--- config.mk ---
export PLATFORM = sky130hd
export DESIGN_NAME = arb_mux
export DESIGN_NICKNAME = d
export VERILOG_FILES = /design/src/rtl/arb_mux.sv
export SDC_FILE = /design/constraint.sdc
export NUM_CORES = 1
export LEC_CHECK = 0
export CORE_AREA = 5 5 93 95
export DETAILED_ROUTE_END_ITERATION = 6
export DIE_AREA = 0 0 98 100
export PLACE_DENSITY = 0.8
export SETUP_SLACK_MARGIN = 0.5
export SLEW_MARGIN = 20
export SYNTH_ARGS = -nofsm -noshare
export SYNTH_HDL_FRONTEND = slang
export SYNTH_SLANG_ARGS = --single-unit
--- constraint.sdc ---
create_clock -name clk -period 4.55 [get_ports clk]
set_input_delay 0.91 -clock clk [delete_from_list [all_inputs] [get_ports clk]]
set_output_delay 0.91 -clock clk [all_outputs]
set_load 0.01 [all_outputs]
--- src/rtl/arb_mux.sv ---
// Round-robin / forced-select N:1 arbiter feeding a single registered output slot.
// The output slot is a two-state skid-free register that sustains one word per cycle.
module arb_mux #(
    parameter int WIDTH    = 16,
    parameter int CHANNELS = 8,
    localparam int SELW    = (CHANNELS > 1) ? $clog2(CHANNELS) : 1
) (
    input  logic                      clk,
    input  logic                      reset,
    input  logic [CHANNELS*WIDTH-1:0] in_data,
    input  logic [CHANNELS-1:0]       in_valid,
    output logic [CHANNELS-1:0]       in_ready,
    input  logic                      force_en,
    input  logic [SELW-1:0]           force_sel,
    output logic [WIDTH-1:0]          out_data,
    output logic [SELW-1:0]           out_chan,
    output logic                      out_valid,
    input  logic                      out_ready
);

    typedef enum logic {EMPTY = 1'b0, FULL = 1'b1} state_t;

    state_t           state, state_next;
    logic [SELW-1:0]  rr_ptr;
    logic             load_ok;
    logic             grant_vld;
    logic [SELW-1:0]  grant_idx;
    logic             transfer;
    logic [WIDTH-1:0] sel_data;

    // Grant search: forced index, or first requester at/above rr_ptr, then wrap to 0.
    always_comb begin
        grant_vld = 1'b0;
        grant_idx = '0;
        if (force_en) begin
            for (int i = 0; i < CHANNELS; i++) begin
                if (force_sel == SELW'(i) && in_valid[i]) begin
                    grant_vld = 1'b1;
                    grant_idx = SELW'(i);
                end
            end
        end else begin
            for (int i = 0; i < CHANNELS; i++) begin
                if (!grant_vld && i >= int'(rr_ptr) && in_valid[i]) begin
                    grant_vld = 1'b1;
                    grant_idx = SELW'(i);
                end
            end
            for (int i = 0; i < CHANNELS; i++) begin
                if (!grant_vld && i < int'(rr_ptr) && in_valid[i]) begin
                    grant_vld = 1'b1;
                    grant_idx = SELW'(i);
                end
            end
        end
    end

    assign load_ok  = (state == EMPTY) || out_ready;
    assign transfer = load_ok && grant_vld && !reset;

    always_comb begin
        in_ready = '0;
        sel_data = '0;
        for (int i = 0; i < CHANNELS; i++) begin
            if (grant_idx == SELW'(i)) begin
                in_ready[i] = transfer;
                sel_data    = in_data[i*WIDTH +: WIDTH];
            end
        end
    end

    always_comb begin
        state_next = state;
        if (transfer) begin
            state_next = FULL;
        end else if (state == FULL && out_ready) begin
            state_next = EMPTY;
        end
    end

    always_ff @(posedge clk) begin
        if (reset) begin
            state <= EMPTY;
        end else begin
            state <= state_next;
        end
    end

    // Output register and round-robin pointer; forced transfers leave the pointer alone.
    always_ff @(posedge clk) begin
        if (reset) begin
            out_data <= '0;
            out_chan <= '0;
            rr_ptr   <= '0;
        end else if (transfer) begin
            out_data <= sel_data;
            out_chan <= grant_idx;
            if (!force_en) begin
                rr_ptr <= (grant_idx == SELW'(CHANNELS - 1)) ? '0 : grant_idx + SELW'(1);
            end
        end
    end

    assign out_valid = (state == FULL);

endmodule

### Yosys cells after proc, flatten, opt, wreduce, memory -nomap -nowiden

Cells that the tools add are included.

* add/subtract/negate cells: 1
* multiply operators: 0
* divide/modulo/power cells: 0
* magnitude comparators: 14
* equality and inequality tests: 14
* shift operators: 0
* mux-type cells: 79
* bitwise logic cells: 2
* reductions and logical operators: 59

Operators with widths (number)
* two-way mux 16 bit: 8
* two-way mux 3 bit: 21
* two-way mux 1 bit: 50
* logical AND 1 bit: 39
* == test 3 bit, second input constant: 8
* zero test 1 bit: 15
* == test 3 x 2 -> 1 bit, second input constant: 4
* greater-or-equal comparator 3 bit, first input constant: 3
* less-than comparator 3 bit, first input constant: 3
* == test 3 x 1 -> 1 bit, second input constant: 2
* greater-or-equal comparator 1 x 3 -> 1 bit, first input constant: 2
* greater-or-equal comparator 2 x 3 -> 1 bit, first input constant: 2
* zero test 3 bit: 2
* less-than comparator 1 x 3 -> 1 bit, first input constant: 2
* less-than comparator 2 x 3 -> 1 bit, first input constant: 2
* adder 3 x 1 -> 3 bit, second input constant: 1
* NOT 1 bit: 2
* AND reduction 2 bit: 1
* nonzero test 2 bit: 1
* logical OR 1 bit: 1

* flip-flop bits (word level): 23
* bits in latches: 0
* bits in writable memories: 0
* bits in read-only memories: 0
* output and inout port bits: 28
* logic and storage cells: 173
* memories kept: 0

### Longest topological paths before layout

Gate-level depths: netlist of the first run.

* depth after elaboration: 82
* gate-level depth with buffers: 17
* gate-level depth less buffers: 15

### Least setup slack after synthesis of the first run

OpenSTA, ideal clock, no wires.

* path kind: input to output
* start: input port in_valid[6]
* end: output port in_ready[6]
* arrival: 3133 ps
* path slack: 507 ps
* stages: 13
* buffers on the path: 1
* path through: buf_6 > a2bb2oi_1 > a211oi_4 > nand3_1 > o31ai_1 > a31oi_1 > a21o_1 > inv_1 > ha_1 > inv_1 > a211oi_4 > nand2_4 > inv_1

* elaborated cells between the ends (all ways): 61
* classes of those cells: eq/ne (1); mux (33); reduce/logical (27)

RTL lines
* from (decl): line 11 `input logic [CHANNELS-1:0] in_valid,`
* logical AND 1 bit: line 44 `if (!grant_vld && i >= int'(rr_ptr) && in_valid[i]) begin`
* two-way mux 1 bit: line 44
* two-way mux 1 bit: line 35 `if (force_en) begin`
* zero test 1 bit: line 44
* logical AND 1 bit: line 44
* two-way mux 1 bit: line 44
* two-way mux 1 bit: line 35
* zero test 1 bit: line 50 `if (!grant_vld && i < int'(rr_ptr) && in_valid[i]) begin`
* [28 not listed]
* two-way mux 1 bit: line 35
* zero test 1 bit: line 50
* logical AND 1 bit (2 in series): line 50
* two-way mux 3 bit: line 50
* two-way mux 3 bit *: line 35
* net grant_idx[0]: line 27 `logic [SELW-1:0] grant_idx;`
* == test 3 bit *: line 65 `if (grant_idx == SELW'(i)) begin`
* two-way mux 1 bit *: line 65
* to (decl): line 12 `output logic [CHANNELS-1:0] in_ready,`

Mark *: on every way through the listed nets, which the timed path passes. The rest lies on a longest branch. The select of a mux whose other input is x is not followed.

### Worst setup path after layout of the first run

* start: input port force_sel[0]
* end: output port in_ready[0]

* cells in the longest elaborated chain, start to end: 14
* elaborated cells between the ends (all ways): 37
* classes of those cells: eq/ne (7); mux (18); reduce/logical (12)

RTL lines
* from (decl): line 14 `input logic [SELW-1:0] force_sel,`
* zero test 3 bit: line 37 `if (force_sel == SELW'(i) && in_valid[i]) begin`
* logical AND 1 bit: line 37
* two-way mux 1 bit (8 in series): line 37
* two-way mux 1 bit: line 35
* logical AND 1 bit (2 in series): line 59 `assign transfer = load_ok && grant_vld && !reset;`
* two-way mux 1 bit *: line 65

Every way passes the cells marked *; elsewhere a longest branch is shown, timed or not.

==> results of run 1 <==
-- worst max-delay path: stages --
cell and delay (ns):
clkdlybuf4s50_1 0.54, mux2i_2 0.36, o21ai_0 0.17, o22ai_2 0.25, buf_4 0.19, ha_4 0.16
buf_4 0.12, and3_1 0.18, clkdlybuf4s15_2 0.23
-- cell families (layout without fill, tap and decap cells) --
group | after synthesis | after routing
compound gates | 171 | 171
fa+ha+maj | 6 | 6
buf+inv | 45 | 242
flops | 23 | 23
mux | 6 | 6
simple gates | 137 | 137
-- layout make-up --
| cell class | count | area [sq um] |
|---|---|---|
| sequential | 23 | 463 |
| tap | 102 | 128 |
| inverter | 15 | 58.8 |
| timing repair buffer | 223 | 2080 |
| clock buffer | 3 | 41.3 |
| fill | 630 | 2590 |
| multi-input combinational | 320 | 2280 |
| clock inverter | 1 | 5.00 |
-- synthesized netlist by cell type (2+ instances only) --
| cell | count | area (sq um) |
|---|---|---|
| a2111oi_0 | 3 | 26.3 |
| a211oi_2 | 2 | 25.0 |
| a211oi_4 | 2 | 40.0 |
| a21boi_0 | 2 | 15.0 |
| a21o_1 | 3 | 22.5 |
| a21oi_1 | 38 | 190 |
| a221oi_1 | 13 | 114 |
| a22oi_1 | 2 | 15.0 |
| a2bb2oi_1 | 2 | 17.5 |
| a31oi_1 | 3 | 18.8 |
| a32oi_1 | 18 | 158 |
| and2_1 | 2 | 12.5 |
| and3_1 | 15 | 93.8 |
| buf_2 | 4 | 20.0 |
| buf_4 | 7 | 52.6 |
| buf_6 | 3 | 33.8 |
| clkbuf_1 | 16 | 60.1 |
| dfxtp_1 | 23 | 460 |
| ha_1 | 6 | 75.1 |
| inv_1 | 14 | 52.6 |
| mux2i_1 | 3 | 30.0 |
| nand2_1 | 50 | 188 |
| nand3_1 | 13 | 65.1 |
| nand3b_1 | 2 | 15.0 |
| nor2_1 | 25 | 93.8 |
| nor2b_1 | 4 | 25.0 |
| nor3_1 | 10 | 50.1 |
| nor3b_1 | 2 | 15.0 |
| nor4b_1 | 3 | 26.3 |
| o211ai_1 | 5 | 37.5 |
| o21ai_0 | 31 | 155 |
| o21ai_1 | 5 | 25.0 |
| o221ai_1 | 5 | 43.8 |
| o22ai_1 | 6 | 37.5 |
| o311a_1 | 9 | 90.1 |
| o31ai_4 | 2 | 42.5 |
| o41ai_1 | 3 | 26.3 |
| or3_1 | 3 | 18.8 |
-- path summary, 6_finish.rpt --
path,startpoint,endpoint,slack [ns],cells after the start
max reg2reg,rr_ptr[0],out_data[5],0.99,15
min,out_data[5],out_data[5],0.46,2
min reg2reg,out_data[5],out_data[5],0.46,2
max,force_sel[0],in_ready[0],0.53,9
-- metal layers --
metal  track usage (%)  vias to the layer above  wire, um  share of wire (%)
met3              5.63                       43      1260                9.2
met4              9.37                        0       523                3.8
met2              45.4                      251      6670                 49
met5                 0                        -         0                  0
met1              31.6                     1865      5270                 38
li1                  -                     1905         -                  -
-- sequential cells by signal (all words and copies together) (netlist names) --
register	flops
out_data	16
out_chan	3
rr_ptr	3
out_valid	1
-- power by group through the flow --
stage,clock [mW],combinational (mW),sequential [mW]
after floorplan,0,0.290,0.249
after global placement,0,0.584,0.248
after detailed placement,0,0.590,0.248
after CTS,0.140,0.598,0.244
after global routing,0.152,0.673,0.247
final,0.145,0.631,0.245
-- what timing repair did --
item	4_1_cts	5_1_grt
gates resized for setup	47	37
endpoints found under the setup margin	15	15
cloned	0	0
hold endpoints to repair	0	0
buffers inserted	3	3
pin swaps	9	12
==> metrics.md, run 1 <==
| Metric | Value |
|---|---|
| GP Congestion | 0.921 |
| Register clock-pin slew on the reported worst setup and hold paths | 0.09 ns |
| Outcome | completed |
| Xor/xnor share of the synthesized area | 0% |
| Design area | 0.00505 sq mm |
| WL final | 13700 um |
| First-pass GRT wire length | 20900 um |
| Global Route Usage Sum | 26.1% |
| Simple-gate portion of the synthesized area | 23.9% |
| H-tree levels | 1 |
| YS warnings | 0 |
| Leading cell types in the layout, fill and taps excluded | clkdlybuf4s50_1 (154), nand2_1 (49), buf_4 (49) |
| Main synth FF type | dfxtp_1 |
| Non-filler cells, final | 687 |
| N_diodes | 0 |
| Vias in the first global route | 4095 |
| Clock Tree Buf Depth | 2 |
| Final Max Tran Viols | 0 |
| Clk_lat worst skew | 0.29 ns |
| Seq pwr share | 24.0% |
| CTS Buf Count | 3 |
| Sequential area share after synthesis | 16.3% |
| Hold slack | 0.460 ns |
| Most common cell after layout, fill and taps aside | clkdlybuf4s50_1 |
| Setup_tns | 0 ns |
| CTS Hold Bufs | 0 |
| Ys async rst share | 0% |
| I/O pins | 171 |
| Final net count | 735 |
| Worst Path Required | 3.64 ns |
| Post-DP Area | 0.00483 sq mm |
| Final min period | 4.02 ns |
| Sw Pwr | 0.413 mW |
| Final setup violation count | 0 |
| Setup Skew | 0.0150 ns |
| Mapped Cells | 388 |
| Starting density of the core | 36.8% |
| Area grow syn2layout | 79.3% |
| Detailed-route DRC error count | 0 |
| Layout cells sized above 1 | 19.8% |
| Max FO, Critical Path | 3 |
| Via density | 5.92 |
| Comb power frac | 61.8% |
| #FFs+latches synth | 23 |
| Setup crit start kind | input pin |
| Row count | 32 |
| Distinct cells, synth | 67 |
| Final Util | 66.1% |
| Post-synthesis mux area share | 2.35% |
| RSZ-0062 raised after global routing | false |
| Syn Nets | 537 |
| Chip width | 98 um |
| Final ANT Viol Nets | 0 |
| # Max-Cap Violations | 0 |
| DP Wirelength | 10600 um |
| EDFF count, synth | 0 |
| Slew HR | 49.9% |
| DR iter-0 viols | 292 |
| Sw frac | 40.4% |
| Final Hold Vio Count | 0 |
| Worst slew pin tran | 0.750 ns |
| Post-Place Cells | 677 |
| Initial antenna violation count | 0 |
| Clock Sinks | 23 |
| Clock tree from TritonCTS | done |
| Grt ovf | 0 |
| Tot Pwr | 1.02 mW |
| FMAX | 249 MHz |
| Avg Cell Area, Syn | 7.26 sq um |
| Vias | 4064 |
| I/O Buffers | 170 |
| Synth Area in Compound Gates | 46.8% |
| Largest family of logic cells by synthesized area | compound AO/OA/AOI/OAI gates |
| Worst IR Drop VDD | 0.162 mV |
| Power Dens Cells | 202 mW/mm^2 |
| Cell area after synthesis | 0.00282 sq mm |
| Adder-cell share of the synthesized area | 2.66% |
| Place WS | -0.106 ns |
| Die H | 100 um |
| CP Capture Type | primary output |
| Drt wl/cell | 20.0 um |
| Crit Path Category | input pin to primary output |
| Core area | 0.00765 sq mm |
| Largest net degree at the start of global routing | 38 |
| Hold Crit Class | flip-flop to flip-flop |
| Internal Dissipation | 0.608 mW |
| Worst path arrival time | 3.11 ns |
| Final worst slack | 0.532 ns |
| CTS root buf | clkbuf_8 |
| Crit share post-route | 88.3% |
| Clock power share | 14.2% |
| Pleak | 1.92 nW |
| Total die area | 0.00980 sq mm |
| DRT Pass-1 Iters | 5 |
(Power assumes the default switching activity.)
==> run 2, diff against run 1 <==
--- a/config.mk
+++ b/config.mk
@@ -6,6 +6,7 @@
 export NUM_CORES = 1
 export LEC_CHECK = 0
 export CORE_AREA = 5 5 93 95
+export CTS_CLUSTER_DIAMETER = 30
 export DETAILED_ROUTE_END_ITERATION = 6
 export DIE_AREA = 0 0 98 100
 export PLACE_DENSITY = 0.8
==> results of run 2 <==
No change in the layout: final DEF, timing and power equal those of run 1.
==> run 3, diff against run 2 <==
--- a/config.mk
+++ b/config.mk
@@ -9,9 +9,9 @@
 export CTS_CLUSTER_DIAMETER = 30
 export DETAILED_ROUTE_END_ITERATION = 6
 export DIE_AREA = 0 0 98 100
+export GPL_TIMING_DRIVEN = 1
 export PLACE_DENSITY = 0.8
-export SETUP_SLACK_MARGIN = 0.5
-export SLEW_MARGIN = 20
+export SETUP_SLACK_MARGIN = 0.1
 export SYNTH_ARGS = -nofsm -noshare
 export SYNTH_HDL_FRONTEND = slang
 export SYNTH_SLANG_ARGS = --single-unit
==> metrics.md, run 3 (synthesized netlist as in run 1, its figures left out) <==
| Metric | Value |
|---|---|
| Clock Sinks | 23 |
| Final min period | 4.36 ns |
| Crit Path Category | input pin to primary output |
| Fill cell count | 647 |
| WL final | 13300 um |
| I/O pins | 171 |
| I/O Buffers | 170 |
| Die H | 100 um |
| N_diodes | 0 |
| Global Route Usage Sum | 25.9% |
| Vias in the first global route | 4064 |
| Slew HR | 33.1% |
| Register area | 460 sq um |
| Chip width | 98 um |
| Footprint of the multi-input gates | 0.00218 sq mm |
| Final ANT Viol Nets | 0 |
| Grt ovf | 0 |
| Final Hold Vio Count | 0 |
| Setup crit start kind | input pin |
| Vias | 4033 |
| GP Congestion | 0.921 |
| Most common cell after layout, fill and taps aside | clkdlybuf4s50_1 |
| Area grow syn2layout | 74.6% |
| Clock tree from TritonCTS | done |
| RSZ-0062 raised after global routing | false |
| CTS Buf Count | 3 |
| Row count | 32 |
| Worst path arrival time | 3.45 ns |
| Worst IR Drop VDD | 0.160 mV |
| Layout cells sized above 1 | 15.7% |
| Setup Skew | 0.00819 ns |
| CTS root buf | clkbuf_8 |
| Core area | 0.00765 sq mm |
| Via density | 5.90 |
| Clk_lat worst skew | 0.28 ns |
| Final setup violation count | 0 |
| Outcome | completed |
| Post-DP Area | 0.00483 sq mm |
| Leading cell types in the layout, fill and taps excluded | clkdlybuf4s50_1 (161), nand2_1 (50), buf_4 (49) |
| Final net count | 731 |
| R2R setup slack | 0.66 ns |
| Largest net degree at the start of global routing | 38 |
| FMAX | 229 MHz |
| Pleak | 1.91 nW |
| Max FO, Critical Path | 11 |
| Clock Tree Buf Depth | 2 |
| Drt wl/cell | 19.5 um |
| DRT Pass-1 Iters | 5 |
| DP Wirelength | 10600 um |
| Final Util | 64.3% |
| Total die area | 0.00980 sq mm |
| Worst slew pin tran | 1.00 ns |
| Top Registers | out_data (16), out_chan (3), rr_ptr (3) |
| CP Capture Type | primary output |
| Biggest register | out_data |
| Crit share post-route | 95.9% |
| DR iter-0 viols | 260 |
| Starting density of the core | 36.8% |
| H-tree levels | 1 |
| Hold Crit Class | flip-flop to flip-flop |
| Initial antenna violation count | 0 |
| Detailed-route DRC error count | 0 |
| Design area | 0.00492 sq mm |
| # Max-Cap Violations | 0 |
| First-pass GRT wire length | 20800 um |
| CTS Hold Bufs | 0 |
| Worst Path Required | 3.64 ns |
| Final Max Tran Viols | 0 |
| Power Dens Cells | 200 mW/mm^2 |
| Largest register FFs | 16 |
| Register clock-pin slew on the reported worst setup and hold paths | 0.09 ns |
## run 3: worst max-delay path, stage by stage
cell             delay, ns
clkdlybuf4s50_1       0.44
buf_4                 0.17
o21ai_1               0.18
a21boi_2              0.10
buf_4                 0.14
or4_4                 0.50
o31a_4                0.30
buf_4                 0.19
and3_1                0.22
dlygate4sd2_1         0.29
## run 3: area by class of cell
class                      count  share of cell area, %
clock buffer                   3                  0.839
inverter                      15                   1.20
multi-input combinational    320                   44.3
tap                          102                   2.59
timing repair buffer         219                   41.6
clock inverter                 1                  0.102
sequential                    23                   9.36
## run 3: where the power goes
group | internal, mW | switching (mW) | total [mW]
registers | 0.223 | 0.0214 | 0.244
logic | 0.308 | 0.292 | 0.600
clock network | 0.0615 | 0.0804 | 0.142
total | 0.593 | 0.394 | 0.987
## run 3: worst paths after layout
check,to,cells after the start,start
hold / removal,out_data[5],2,out_data[5]
setup reg to reg,out_data[3],16,rr_ptr[2]
hold reg to reg,out_data[5],2,out_data[5]
setup / recovery,in_ready[0],10,in_valid[5]
## run 3: per-layer routing
layer	GRT usage, %	share of wire [%]	vias up
met4	9.05	3.3	0
met1	31.6	40	1866
li1	-	-	1904
met5	0	0	-
met3	5.70	8.5	30
met2	45.0	49	233
## run 3: what timing repair did
item / in CTS / in global routing
pin swaps: 1 / 2
resized for setup: 10 / 21
buffers inserted: 2 / 0
endpoints found under the setup margin: 8 / 8
## run 3: through the flow
| stage | power [mW] | hold slack (ns) | instances | TNS [ns] | setup slack [ns] |
|---|---|---|---|---|---|
| finish | 0.987 | 0.460 | 683 | 0 | 0.186 |
| global route | 1.04 | 0.497 | 683 | 0 | 0.107 |
| CTS | 0.978 | 0.465 | 683 | 0 | 0.110 |
| detailed placement | 0.838 | 0.448 | 677 | -0.252 | -0.106 |
| global placement | 0.831 | 0.431 | 677 | -0.193 | -0.0954 |
| floorplan | 0.539 | 0.479 | 388 | 0 | 0.507 |
